`config.mk`:
```
export PLATFORM = sky130hd
export DESIGN_NAME = flit_sink_monitor
export DESIGN_NICKNAME = d
export VERILOG_FILES = /design/src/rtl/flit_sink_monitor_pkg.sv /design/src/rtl/flit_sink_monitor_popcnt.sv /design/src/rtl/flit_sink_monitor.sv
export SDC_FILE = /design/constraint.sdc
export NUM_CORES = 1
export LEC_CHECK = 0
export CAP_MARGIN = 10
export CORE_ASPECT_RATIO = 1.2
export CORE_UTILIZATION = 54
export DETAILED_ROUTE_END_ITERATION = 8
export MAX_ROUTING_LAYER = met4
export PLACE_DENSITY = 0.81
export SETUP_SLACK_MARGIN = 0.05
export SYNTH_ARGS = -nofsm -noshare
export SYNTH_HDL_FRONTEND = slang
export SYNTH_SLANG_ARGS = --single-unit
```
`constraint.sdc`:
```
create_clock -name clk -period 12.05 [get_ports clk]
set_clock_uncertainty 0.05 [all_clocks]
set_input_delay 2.41 -clock clk [delete_from_list [all_inputs] [get_ports clk]]
set_output_delay 2.41 -clock clk [all_outputs]
set_load 0.01 [all_outputs]
```
`src/rtl/flit_sink_monitor_pkg.sv`:
```
// Shared definitions for the flit sink monitor: flit type encodings and FSM state codes.
// Latency: n/a (definitions only).
// Backpressure: n/a (definitions only).
package flit_sink_monitor_pkg;

  // Width of the flit type field carried in the MSBs of every flit.
  localparam int FLIT_TYPEW = 2;

  typedef enum logic [FLIT_TYPEW-1:0] {
    TYPE_NONE = 2'b00,
    TYPE_HEAD = 2'b01,
    TYPE_DATA = 2'b10,
    TYPE_TAIL = 2'b11
  } flit_type_e;

  typedef enum logic {
    ST_IDLE = 1'b0,
    ST_BODY = 1'b1
  } state_e;

endpackage

```
`src/rtl/flit_sink_monitor_popcnt.sv`:
```
// Purpose: combinational population count of a W-bit vector.
// Latency: 0 cycles (pure combinational).
// Backpressure: none; output follows input.
// Ports: vec_i [W-1:0] vector to count; cnt_o [$clog2(W):0] number of set bits.
module flitmon_popcnt #(
  parameter int W = 66
) (
  input  logic [W-1:0]        vec_i,
  output logic [$clog2(W):0]  cnt_o
);

  localparam int CW = $clog2(W) + 1;

  always_comb begin
    cnt_o = '0;
    for (int i = 0; i < W; i++) begin
      cnt_o = cnt_o + CW'(vec_i[i]);
    end
  end

endmodule

```
`src/rtl/flit_sink_monitor.sv`:
```
// Purpose: terminal flit receiver; checks head/data/tail framing, counts packets/flits, accumulates bus toggles.
// Latency: all outputs registered, visible 1 cycle after the flit/cycle is sampled.
// Backpressure: none; always accepts, every valid flit is consumed in the cycle it is presented.
// Ports: clk, rst (sync, active-high) | idata/ivalid/ivch flit input | ien measurement window | clr counter clear
//        busy (packet open) | pkt_cnt, flit_cnt, tgl_cnt, last_len statistics | err_orph/nest/vch/len sticky flags
// Option: define FLITMON_LENCHK_EN to enable the over-length check driving err_len (else err_len is 0).
module flit_sink_monitor
  import flit_sink_monitor_pkg::*;
#(
  parameter int DATAW_P1 = 66,
  parameter int TYPEW    = FLIT_TYPEW,
  parameter int VCHW_P1  = 2,
  parameter int CNTW     = 32,
  parameter int MAX_LEN  = 64
) (
  input  logic                clk,
  input  logic                rst,
  input  logic [DATAW_P1-1:0] idata,
  input  logic                ivalid,
  input  logic [VCHW_P1-1:0]  ivch,
  input  logic                ien,
  input  logic                clr,
  output logic                busy,
  output logic [CNTW-1:0]     pkt_cnt,
  output logic [CNTW-1:0]     flit_cnt,
  output logic [CNTW-1:0]     tgl_cnt,
  output logic [CNTW-1:0]     last_len,
  output logic                err_orph,
  output logic                err_nest,
  output logic                err_vch,
  output logic                err_len
);

  localparam int PCW = $clog2(DATAW_P1) + 1;

  function automatic logic [CNTW-1:0] sat_inc(input logic [CNTW-1:0] v);
    return (&v) ? v : v + 1'b1;
  endfunction

  state_e                state_q, state_d;
  logic [CNTW-1:0]       cur_len_q, cur_len_d;
  logic [VCHW_P1-1:0]    cur_vch_q, cur_vch_d;
  logic [DATAW_P1-1:0]   prev_q;
  logic [CNTW-1:0]       pkt_cnt_q, pkt_cnt_d;
  logic [CNTW-1:0]       flit_cnt_q, flit_cnt_d;
  logic [CNTW-1:0]       tgl_cnt_q, tgl_cnt_d;
  logic [CNTW-1:0]       last_len_q, last_len_d;
  logic                  err_orph_q, err_orph_d;
  logic                  err_nest_q, err_nest_d;
  logic                  err_vch_q, err_vch_d;

  flit_type_e            ftype;
  logic                  vld_flit;
  logic [CNTW-1:0]       len_inc;
  logic [PCW-1:0]        tgl_now;
  logic [CNTW:0]         tgl_sum;
  logic                  orph, nest, vch_mis, tail_done;

  flitmon_popcnt #(.W(DATAW_P1)) u_popcnt (
    .vec_i (idata ^ prev_q),
    .cnt_o (tgl_now)
  );

  assign ftype    = flit_type_e'(idata[DATAW_P1-1 -: TYPEW]);
  assign vld_flit = ivalid && (ftype != TYPE_NONE);
  assign len_inc  = sat_inc(cur_len_q);
  assign tgl_sum  = {1'b0, tgl_cnt_q} + (CNTW+1)'(tgl_now);
  assign vch_mis  = vld_flit && (state_q == ST_BODY) && (ivch != cur_vch_q);

`ifdef FLITMON_LENCHK_EN
  logic err_len_q, err_len_d;
  logic len_over;
  // Head restarts the count, so only continuation flits can push a packet past the limit.
  assign len_over = vld_flit && (state_q == ST_BODY) && (ftype != TYPE_HEAD)
                    && (len_inc > CNTW'(MAX_LEN));
  assign err_len  = err_len_q;
`else
  // MAX_LEN only matters when the length check is built in.
  logic maxlen_unused;
  assign maxlen_unused = (MAX_LEN != 0);
  assign err_len       = 1'b0;
`endif

  // Framing FSM and length/vch tracking run independently of ien and clr.
  always_comb begin
    state_d   = state_q;
    cur_len_d = cur_len_q;
    cur_vch_d = cur_vch_q;
    orph      = 1'b0;
    nest      = 1'b0;
    tail_done = 1'b0;
    if (vld_flit) begin
      case (state_q)
        ST_IDLE: begin
          if (ftype == TYPE_HEAD) begin
            state_d   = ST_BODY;
            cur_len_d = CNTW'(1);
            cur_vch_d = ivch;
          end else begin
            orph = 1'b1;
          end
        end
        ST_BODY: begin
          case (ftype)
            TYPE_HEAD: begin
              nest      = 1'b1;
              cur_len_d = CNTW'(1);
              cur_vch_d = ivch;
            end
            TYPE_DATA: cur_len_d = len_inc;
            TYPE_TAIL: begin
              state_d   = ST_IDLE;
              cur_len_d = '0;
              tail_done = 1'b1;
            end
            default: ;
          endcase
        end
        default: state_d = ST_IDLE;
      endcase
    end
  end

  // Statistics: clr beats any same-cycle update; otherwise gated by the measurement window.
  always_comb begin
    pkt_cnt_d  = pkt_cnt_q;
    flit_cnt_d = flit_cnt_q;
    tgl_cnt_d  = tgl_cnt_q;
    last_len_d = last_len_q;
    err_orph_d = err_orph_q;
    err_nest_d = err_nest_q;
    err_vch_d  = err_vch_q;
`ifdef FLITMON_LENCHK_EN
    err_len_d  = err_len_q;
`endif
    if (clr) begin
      pkt_cnt_d  = '0;
      flit_cnt_d = '0;
      tgl_cnt_d  = '0;
      last_len_d = '0;
      err_orph_d = 1'b0;
      err_nest_d = 1'b0;
      err_vch_d  = 1'b0;
`ifdef FLITMON_LENCHK_EN
      err_len_d  = 1'b0;
`endif
    end else if (ien) begin
      if (vld_flit) flit_cnt_d = sat_inc(flit_cnt_q);
      if (tail_done) begin
        pkt_cnt_d  = sat_inc(pkt_cnt_q);
        last_len_d = len_inc;
      end
      tgl_cnt_d  = tgl_sum[CNTW] ? '1 : tgl_sum[CNTW-1:0];
      err_orph_d = err_orph_q | orph;
      err_nest_d = err_nest_q | nest;
      err_vch_d  = err_vch_q  | vch_mis;
`ifdef FLITMON_LENCHK_EN
      err_len_d  = err_len_q  | len_over;
`endif
    end
  end

  always_ff @(posedge clk) begin
    if (rst) begin
      state_q    <= ST_IDLE;
      cur_len_q  <= '0;
      cur_vch_q  <= '0;
      prev_q     <= '0;
      pkt_cnt_q  <= '0;
      flit_cnt_q <= '0;
      tgl_cnt_q  <= '0;
      last_len_q <= '0;
      err_orph_q <= 1'b0;
      err_nest_q <= 1'b0;
      err_vch_q  <= 1'b0;
`ifdef FLITMON_LENCHK_EN
      err_len_q  <= 1'b0;
`endif
    end else begin
      state_q    <= state_d;
      cur_len_q  <= cur_len_d;
      cur_vch_q  <= cur_vch_d;
      // Tracked every cycle so the first in-window cycle compares against the true previous flit.
      prev_q     <= idata;
      pkt_cnt_q  <= pkt_cnt_d;
      flit_cnt_q <= flit_cnt_d;
      tgl_cnt_q  <= tgl_cnt_d;
      last_len_q <= last_len_d;
      err_orph_q <= err_orph_d;
      err_nest_q <= err_nest_d;
      err_vch_q  <= err_vch_d;
`ifdef FLITMON_LENCHK_EN
      err_len_q  <= err_len_d;
`endif
    end
  end

  assign busy     = (state_q == ST_BODY);
  assign pkt_cnt  = pkt_cnt_q;
  assign flit_cnt = flit_cnt_q;
  assign tgl_cnt  = tgl_cnt_q;
  assign last_len = last_len_q;
  assign err_orph = err_orph_q;
  assign err_nest = err_nest_q;
  assign err_vch  = err_vch_q;

endmodule

```
# ---- Yosys cells after proc, flatten, opt, wreduce, memory -nomap -nowiden
# Cells that the tools add are included.
dict set report totals {
  regBits 232
  elab_cells 123
  out_inout_bits 133
}
dict set report classes {
  add_sub_neg 69
  bitwise 7
  n_eq_ne 6
  muxes 17
  reduce_logical 13
}
# op n
set ops {}
lappend ops {{8-bit by 1-bit adder with 8-bit output} 64}
lappend ops {{32-bit by 1-bit adder with 32-bit output, second input constant} 3}
lappend ops {{32-bit two-way mux} 3}
lappend ops {{32-bit one-hot mux with 3 select lines} 1}
lappend ops {{32-bit AND reduction} 3}
lappend ops {{66-bit bitwise XOR} 1}
lappend ops {{32-bit one-hot mux with 2 select lines} 1}
lappend ops {{32-bit by 8-bit adder with 33-bit output} 1}
lappend ops {{1-bit two-way mux} 10}
lappend ops {{3-bit AND reduction} 3}
lappend ops {{2-bit equality test, second input constant} 2}
lappend ops {{4-bit by 1-bit != test with 1-bit output, second input constant} 1}
lappend ops {{2-bit AND reduction} 2}
lappend ops {{1-bit logical AND} 3}
lappend ops {{1-bit inverter} 3}
lappend ops {{1-bit OR} 3}
lappend ops {{1-bit by 1-bit adder with 2-bit output} 1}
lappend ops {{2-bit by 1-bit equality test with 1-bit output, second input constant} 1}
lappend ops {{2-bit two-way mux} 1}
lappend ops {{2-bit != test} 1}
lappend ops {{2-bit != test, second input constant} 1}
lappend ops {{1-bit one-hot mux with 2 select lines} 1}
lappend ops {{2-bit nonzero test} 1}
lappend ops {{2-bit OR reduction} 1}

# ---- Depth between registers and ports, before layout
# Gate-level depths: netlist of the first run.
dict set report depth {
  word_depth 68
  mapped_depth 29
}

# ---- Cells and area by module
# A second synthesis of the first run with hierarchy kept.
dict set report hier_totals {
  cells_unflattened 1370
  hier_area_um2 12420.7
}
# module area_per_inst_um2 cells_each instances
set by_module_without_submodules {}
lappend by_module_without_submodules {flit_sink_monitor 10585.2 1179 1}
lappend by_module_without_submodules {flitmon_popcnt 1835.5 191 1}

# ---- Least setup slack after synthesis of the first run
# Ideal clock, no wire load.
dict set report synth_path {
  path_kind {input port to flip-flop}
  from {input port idata[0]}
  to {register tgl_cnt_q[11], in the netlist tgl_cnt[11]}
  t_required_ps 11868
  n_path_buf 1
  arrival_ps 9687
  path_stages 25
  setup_slack_ps 2181
  path_cell_list {xor2_1 ha_1 fa_1 fa_1 fa_1 fa_1 fa_1 fa_1 inv_1 fa_1 fa_1 fa_1 fa_1 nor2b_1 o21ai_0 nand2b_1 xor2_1 ha_1 a21o_1 a21o_1 o21ai_0 clkbuf_1 a211oi_1 xnor2_1 o21ai_0}
}
dict set report synth_between {
  elab_chain_len 68
}
# item line_no
set synth_lines {}
lappend synth_lines {{start, declared} flit_sink_monitor.sv:18} ;# input logic [DATAW_P1-1:0] idata,
lappend synth_lines {{66-bit bitwise XOR} flit_sink_monitor.sv:60} ;# .vec_i (idata ^ prev_q),
lappend synth_lines {{1-bit by 1-bit adder with 2-bit output} flit_sink_monitor_popcnt.sv:17} ;# cnt_o = cnt_o + CW'(vec_i[i]);
lappend synth_lines {{8-bit by 1-bit adder with 8-bit output (64 in a row)} flit_sink_monitor_popcnt.sv:17}
lappend synth_lines {{32-bit by 8-bit adder with 33-bit output} flit_sink_monitor.sv:67} ;# assign tgl_sum = {1'b0, tgl_cnt_q} + (CNTW+1)'(tgl_now);
lappend synth_lines {{32-bit two-way mux} flit_sink_monitor.sv:153} ;# tgl_cnt_d = tgl_sum[CNTW] ? '1 : tgl_sum[CNTW-1:0];
lappend synth_lines {{end signal, assigned} flit_sink_monitor.sv:187} ;# tgl_cnt_q <= tgl_cnt_d;
lappend synth_lines {{end, declared} flit_sink_monitor.sv:46} ;# logic [CNTW-1:0] tgl_cnt_q, tgl_cnt_d;
# Every way passes these cells.
# A chain may end at the register's enable or synchronous reset.

# ---- Final worst setup path of the first run
dict set report layout_path {
  from {input port idata[0]}
  to {register tgl_cnt_q[29], in the netlist tgl_cnt[29]}
}
# Same word-level chain as after synthesis.

==> impl_metrics.py, run 1 <==
metrics = {
    "clock_tree": {
        "clkSinkCount": 232,
        "clock_path_buffers": 3,
        "cts_buffers": 25,
        "cts_tree": "yes",
        "cts_resized": 0,
        "clk_pin_slew_ns": 0.06,
        "post_cts_buffers": 0,
        "insertion_delay_ns": 0.52,
        "cts.htree.levels": 1,
        "cts_hold_buf": 0,
        "root_buffer": "clkbuf_16",
    },
    "worst_hold_path": {
        "hp-start": "err_vch$_SDFFE_PP0P_",
        "hold_end": "err_vch$_SDFFE_PP0P_",
        "hold_path_depth": 2,
        "holdCritPathClass": "flop to flop",
    },
    "floorplan": {
        "fp-row-count": 59,
        "start_util_pct": 55.3,
        "fp.dieH_um": 166,
        "dieArea_mm2": 0.0229,
        "dieWidth_um": 138,
        "core_mm2": 0.0218,
        "io_pins": 206,
    },
    "placed_design": {
        "gp_congestion": 0.897,
        "place_hpwl_um": 20800,
        "dp_cells": 1718,
        "portBuffers": 204,
    },
    "synth": {
        "ys_ff_latch": 232,
        "synth-edff-count": 0,
        "seq_area_frac_synth_pct": 38.6,
        "synthCells": 1287,
        "ys_warn_count": 0,
        "synthArstFlopShare_pct": 0,
        "avgSynthCellArea_um2": 9.36,
        "synth_nets": 1442,
        "synthesis.area_mm2": 0.0120,
        "yosys_most_used_dff": "dfxtp_1",
        "yosysUniqueCellTypes": 64,
    },
    "timing": {
        "slew_violations": 0,
        "whs_ns": 0.424,
        "slew_headroom_pct": 19.8,
        "hold_viol": 0,
        "rsz0062_at_grt": "no",
        "min_period_ns": 10.63,
        "tns_ns": 0,
        "tightest_slew_ns": 1.20,
        "finalSetupViolCount": 0,
        "max_freq_ghz": 0.0941,
        "period_share_pct": 88.2,
    },
    "cells_and_area": {
        "synthToLayoutAreaGrowth_pct": 25.4,
        "multi_input_area_mm2": 0.00690,
        "seqCellArea_mm2": 0.00464,
        "nFillCells": 1678,
        "layout-drive-gt1-share_pct": 5.58,
        "num_antenna_cells": 0,
        "nets": 1626,
        "final_util_pct": 69.3,
        "finalNonFillerCells": 1762,
    },
    "setup_path": {
        "required_ns": 12.36,
        "cp-start-kind": "input port",
        "r2r_slack_ns": 3.46,
        "worstPathMaxFanout": 6,
        "rr_endpoint": "tgl_cnt[29]$_SDFFE_PP0P_",
        "rr_worst_depth": 25,
        "startpoint": "idata[0]",
        "worstPathArrival_ns": 10.94,
        "crit_type": "input port to flop",
        "worstReg2RegStart": "prev_q[0]$_SDFF_PP0_",
        "cp-end-kind": "flop",
    },
    "drt": {
        "ant_nets": 0,
        "vias_per_cell": 5.59,
        "drc": 30,
        "drt-wirelength-per-cell_um": 16.7,
        "finalWirelength_um": 29500,
        "vias": 9854,
        "drtPass1Iterations": 7,
        "drt_first_iter_violations": 701,
    },
    "global_route": {
        "grt_pass1_vias": 9635,
        "grt_pass1_wl_um": 48400,
        "grt_start_max_net_pins": 94,
        "antenna_found_initial": 0,
        "grt_overflow": 0,
        "grt.total_usage_pct": 26.6,
    },
    "status": {
        "violations": "design-rule violations",
        "status": "finished with violations",
    },
    "run": {
        "maxCapViolCount": 0,
    },
}
==> logic make-up after synthesis <==
logic type	share of synthesized area, %
simple gates	19.4
fa+ha+maj	12.1
buf+inv	4.20
other cells	0.0311
xor+xnor	13.2
mux	0.0831
flops	38.6
compound gates	12.4
==> worst max-delay path by stage <==
stage / endpoint / slack, ns
after CTS: tgl_cnt[28]$_SDFFE_PP0P_ / 1.45
after detailed placement: tgl_cnt[29]$_SDFFE_PP0P_ / 0.91
after global routing: tgl_cnt[28]$_SDFFE_PP0P_ / 0.90
after global placement: tgl_cnt[9]$_SDFFE_PP0P_ / 0.74
final: tgl_cnt[29]$_SDFFE_PP0P_ / 1.42
after floorplan: tgl_cnt[11]$_SDFFE_PP0P_ / 2.18
==> cells in the mapped netlist (all sizes together), types with 43 or more instances <==
master	number	area share (%)
nand3	56	2.4
nand2	64	2.0
a21oi	65	2.7
fa	57	9.5
clkbuf	43	1.7
dfxtp	232	39
xor2	93	6.8
nor2	106	3.3
inv	59	1.8
nor2b	70	3.6
o21ai	81	3.4
xnor2	88	6.4
==> critical path: stages <==
cell,delay [ns]
clkdlybuf4s50_1,0.49
xor2_1,0.17
ha_1,0.27
fa_1,0.52
fa_1,0.52
fa_1,0.55
fa_1,0.52
fa_1,0.52
fa_1,0.55
inv_1,0.06
fa_1,0.50
fa_1,0.52
fa_1,0.48
fa_1,0.41
nor2b_1,0.12
o21ai_0,0.08
nand2b_1,0.12
xor2_1,0.17
ha_1,0.30
a21o_1,0.18
a21o_1,0.18
o21ai_0,0.67
buf_4,0.28
a211oi_1,0.09
xnor2_1,0.17
o21ai_0,0.08
==> metrics by stage <==
| step | setup WS [ns] | area (um2) |
|---|---|---|
| floorplan | 2.18 | 12000 |
| global placement | 0.745 | 14200 |
| detailed placement | 0.906 | 14200 |
| CTS | 1.45 | 15100 |
| global route | 0.901 | 15100 |
| finish | 1.42 | 15100 |
==> cells in the final DEF, fill, tap and decap left out, drive strengths merged, types with 22 or more instances in the layout <==
master / count
a21oi: 65
a31oi: 31
and3: 22
clkbuf: 35
clkdlybuf4s50: 203
dfxtp: 232
fa: 57
ha: 25
inv: 59
nand2: 64
nand3: 56
nand4: 33
nor2: 106
nor2b: 70
o21ai: 81
xnor2: 88
xor2: 93
==> layout make-up <==
cell class / instances / area share, %
multi-input cells: 942 / 45.7
flip-flops and latches: 232 / 30.8
repair buffers: 211 / 13.8
clock buffers: 35 / 4.92
well taps: 274 / 2.27
inverters: 59 / 1.47
clock inverters: 9 / 1.00
==> routing by layer <==
layer | GRT usage (%) | wire (um)
met5 | - | 0
met4 | 10.1 | 1000
met3 | 3.86 | 1950
met2 | 46.4 | 14800
met1 | 31.3 | 11800
==> flip-flops by register name, indices dropped and copies added (netlist names) <==
name       flops
cur_len_q     32
prev_q        66
cur_vch_q      2
err_nest       1
busy           1
err_vch        1
flit_cnt      32
err_orph       1
last_len      32
pkt_cnt       32
tgl_cnt       32
Power of run 1 is left out: the tool's default activity adds up to more than one toggle a clock period on the data nets, which glitch-free logic cannot reach.
==> run 2, diff against run 1 <==
Settings changed: CAP_MARGIN 10 to 20.
==> run 2 against run 1 <==
Compared with the run above:
- largest cell class unchanged
- non-clock buffer count up 1
- maximum frequency up 0.46%
- via count about the same
- highest routed layer unchanged
- the run still ends with design-rule violations left
- die area unchanged
- final cell count about the same
- first-iteration DRC count down 9.8%
- worst hold slack better by 0.0021 ns
- critical path depth unchanged
- critical path type unchanged
==> impl_metrics.py, run 2 (synthesis results as in run 1) <==
metrics = {
    "floorplan": {
        "dieArea_mm2": 0.0229,
        "start_util_pct": 55.3,
        "fp-row-count": 59,
        "core_mm2": 0.0218,
        "io_pins": 206,
        "fp.dieH_um": 166,
        "dieWidth_um": 138,
    },
    "timing": {
        "slew_violations": 0,
        "setup_ws_ns": 1.47,
        "rsz0062_at_grt": "no",
        "min_period_ns": 10.58,
        "tightest_slew_ns": 0.944,
        "finalSetupViolCount": 0,
        "slew_headroom_pct": 37.0,
        "period_share_pct": 87.8,
        "max_freq_ghz": 0.0945,
        "tns_ns": 0,
        "hold_viol": 0,
    },
    "drt": {
        "drtPass1Iterations": 7,
        "drt-wirelength-per-cell_um": 16.7,
        "finalWirelength_um": 29500,
        "ant_nets": 0,
        "vias_per_cell": 5.59,
        "vias": 9860,
        "drt_first_iter_violations": 632,
        "drc": 30,
    },
    "setup_path": {
        "cp-start-kind": "input port",
        "worstPathArrival_ns": 10.89,
        "required_ns": 12.36,
        "worstPathMaxFanout": 6,
        "cpMostUsedCell": "fa_1",
        "cp-end-kind": "flop",
        "slowest_delay_ns": 0.64,
        "crit_type": "input port to flop",
        "cp_slowest_cell": "o21ai_0",
    },
    "cells_and_area": {
        "multi_input_area_mm2": 0.00690,
        "synthToLayoutAreaGrowth_pct": 25.4,
        "nets": 1627,
        "layout-drive-gt1-share_pct": 5.64,
        "nFillCells": 1679,
        "regMostFlops": "prev_q",
        "final_cell_mix": "dfxtp_1, clkdlybuf4s50_1, nor2_1",
        "num_antenna_cells": 0,
        "layout_commonest_cell": "dfxtp_1",
        "seqCellArea_mm2": 0.00464,
        "final_util_pct": 69.3,
        "largest_reg_flops": 66,
    },
    "status": {
        "status": "finished with violations",
        "violations": "design-rule violations",
    },
    "clock_tree": {
        "clock_path_buffers": 3,
        "cts_hold_buf": 0,
        "clk_pin_slew_ns": 0.06,
        "cts_tree": "yes",
        "post_cts_buffers": 0,
        "insertion_delay_ns": 0.52,
        "cts_buffers": 25,
        "cts.htree.levels": 1,
        "root_buffer": "clkbuf_16",
        "clkSinkCount": 232,
        "cts_resized": 0,
    },
    "placed_design": {
        "gp_congestion": 0.897,
        "place_ws_ns": 0.906,
        "portBuffers": 204,
        "place_hpwl_um": 20800,
    },
    "worst_hold_path": {
        "holdCritPathClass": "flop to flop",
    },
    "global_route": {
        "grt.total_usage_pct": 26.6,
        "grt_overflow": 0,
        "antenna_found_initial": 0,
        "grt_pass1_wl_um": 48400,
        "grt_pass1_vias": 9635,
        "grt_start_max_net_pins": 94,
    },
    "run": {
        "maxCapViolCount": 0,
    },
}
==> run 2: stage by stage <==
stage | instance area (um2) | hold WS, ns | std cells
5_1_grt | 15100 | 0.449 | 1763
3_5_place_dp | 14200 | 0.415 | 1718
3_3_place_gp | 14200 | 0.399 | 1717
4_1_cts | 15100 | 0.430 | 1762
2_1_floorplan | 12000 | 0.413 | 1287
6_report | 15100 | 0.427 | 1763
==> run 2: worst paths after layout <==
path                            slack (ns)                       end  depth (start not counted)                 start
worst max-delay path                  1.47  tgl_cnt[29]$_SDFFE_PP0P_                         26              idata[0]
worst min-delay path                  0.43      err_vch$_SDFFE_PP0P_                          2  err_vch$_SDFFE_PP0P_
worst max register to register        3.51  tgl_cnt[29]$_SDFFE_PP0P_                         25  prev_q[0]$_SDFF_PP0_
worst min register to register        0.43      err_vch$_SDFFE_PP0P_                          2  err_vch$_SDFFE_PP0P_
==> run 2: critical path, delay by kind of cell <==
kind | cells | cell delay [ns]
adders and majority gates | 12 | 5.66
AOI/OAI and AO/OA | 6 | 1.25
buffers and inverters | 3 | 0.83
xor gates and xnor gates | 3 | 0.50
and+or+nand+nor | 2 | 0.24
==> run 2: layer usage <==
layer	wire, um	vias up	global-route usage [%]
met2	14800	279	46.4
met5	0	-	-
met1	11900	4722	31.3
met4	1010	0	10.1
met3	1850	62	3.86
li1	-	4797	-
==> run 2: final cells by class <==
class	count	share of cell area, %
tap	274	2.27
clock buffer	35	4.92
clock inverter	9	1.00
timing repair buffer	212	13.9
sequential	232	30.8
inverter	59	1.47
multi-input combinational	942	45.7
Power of run 2 is left out for the same reason.
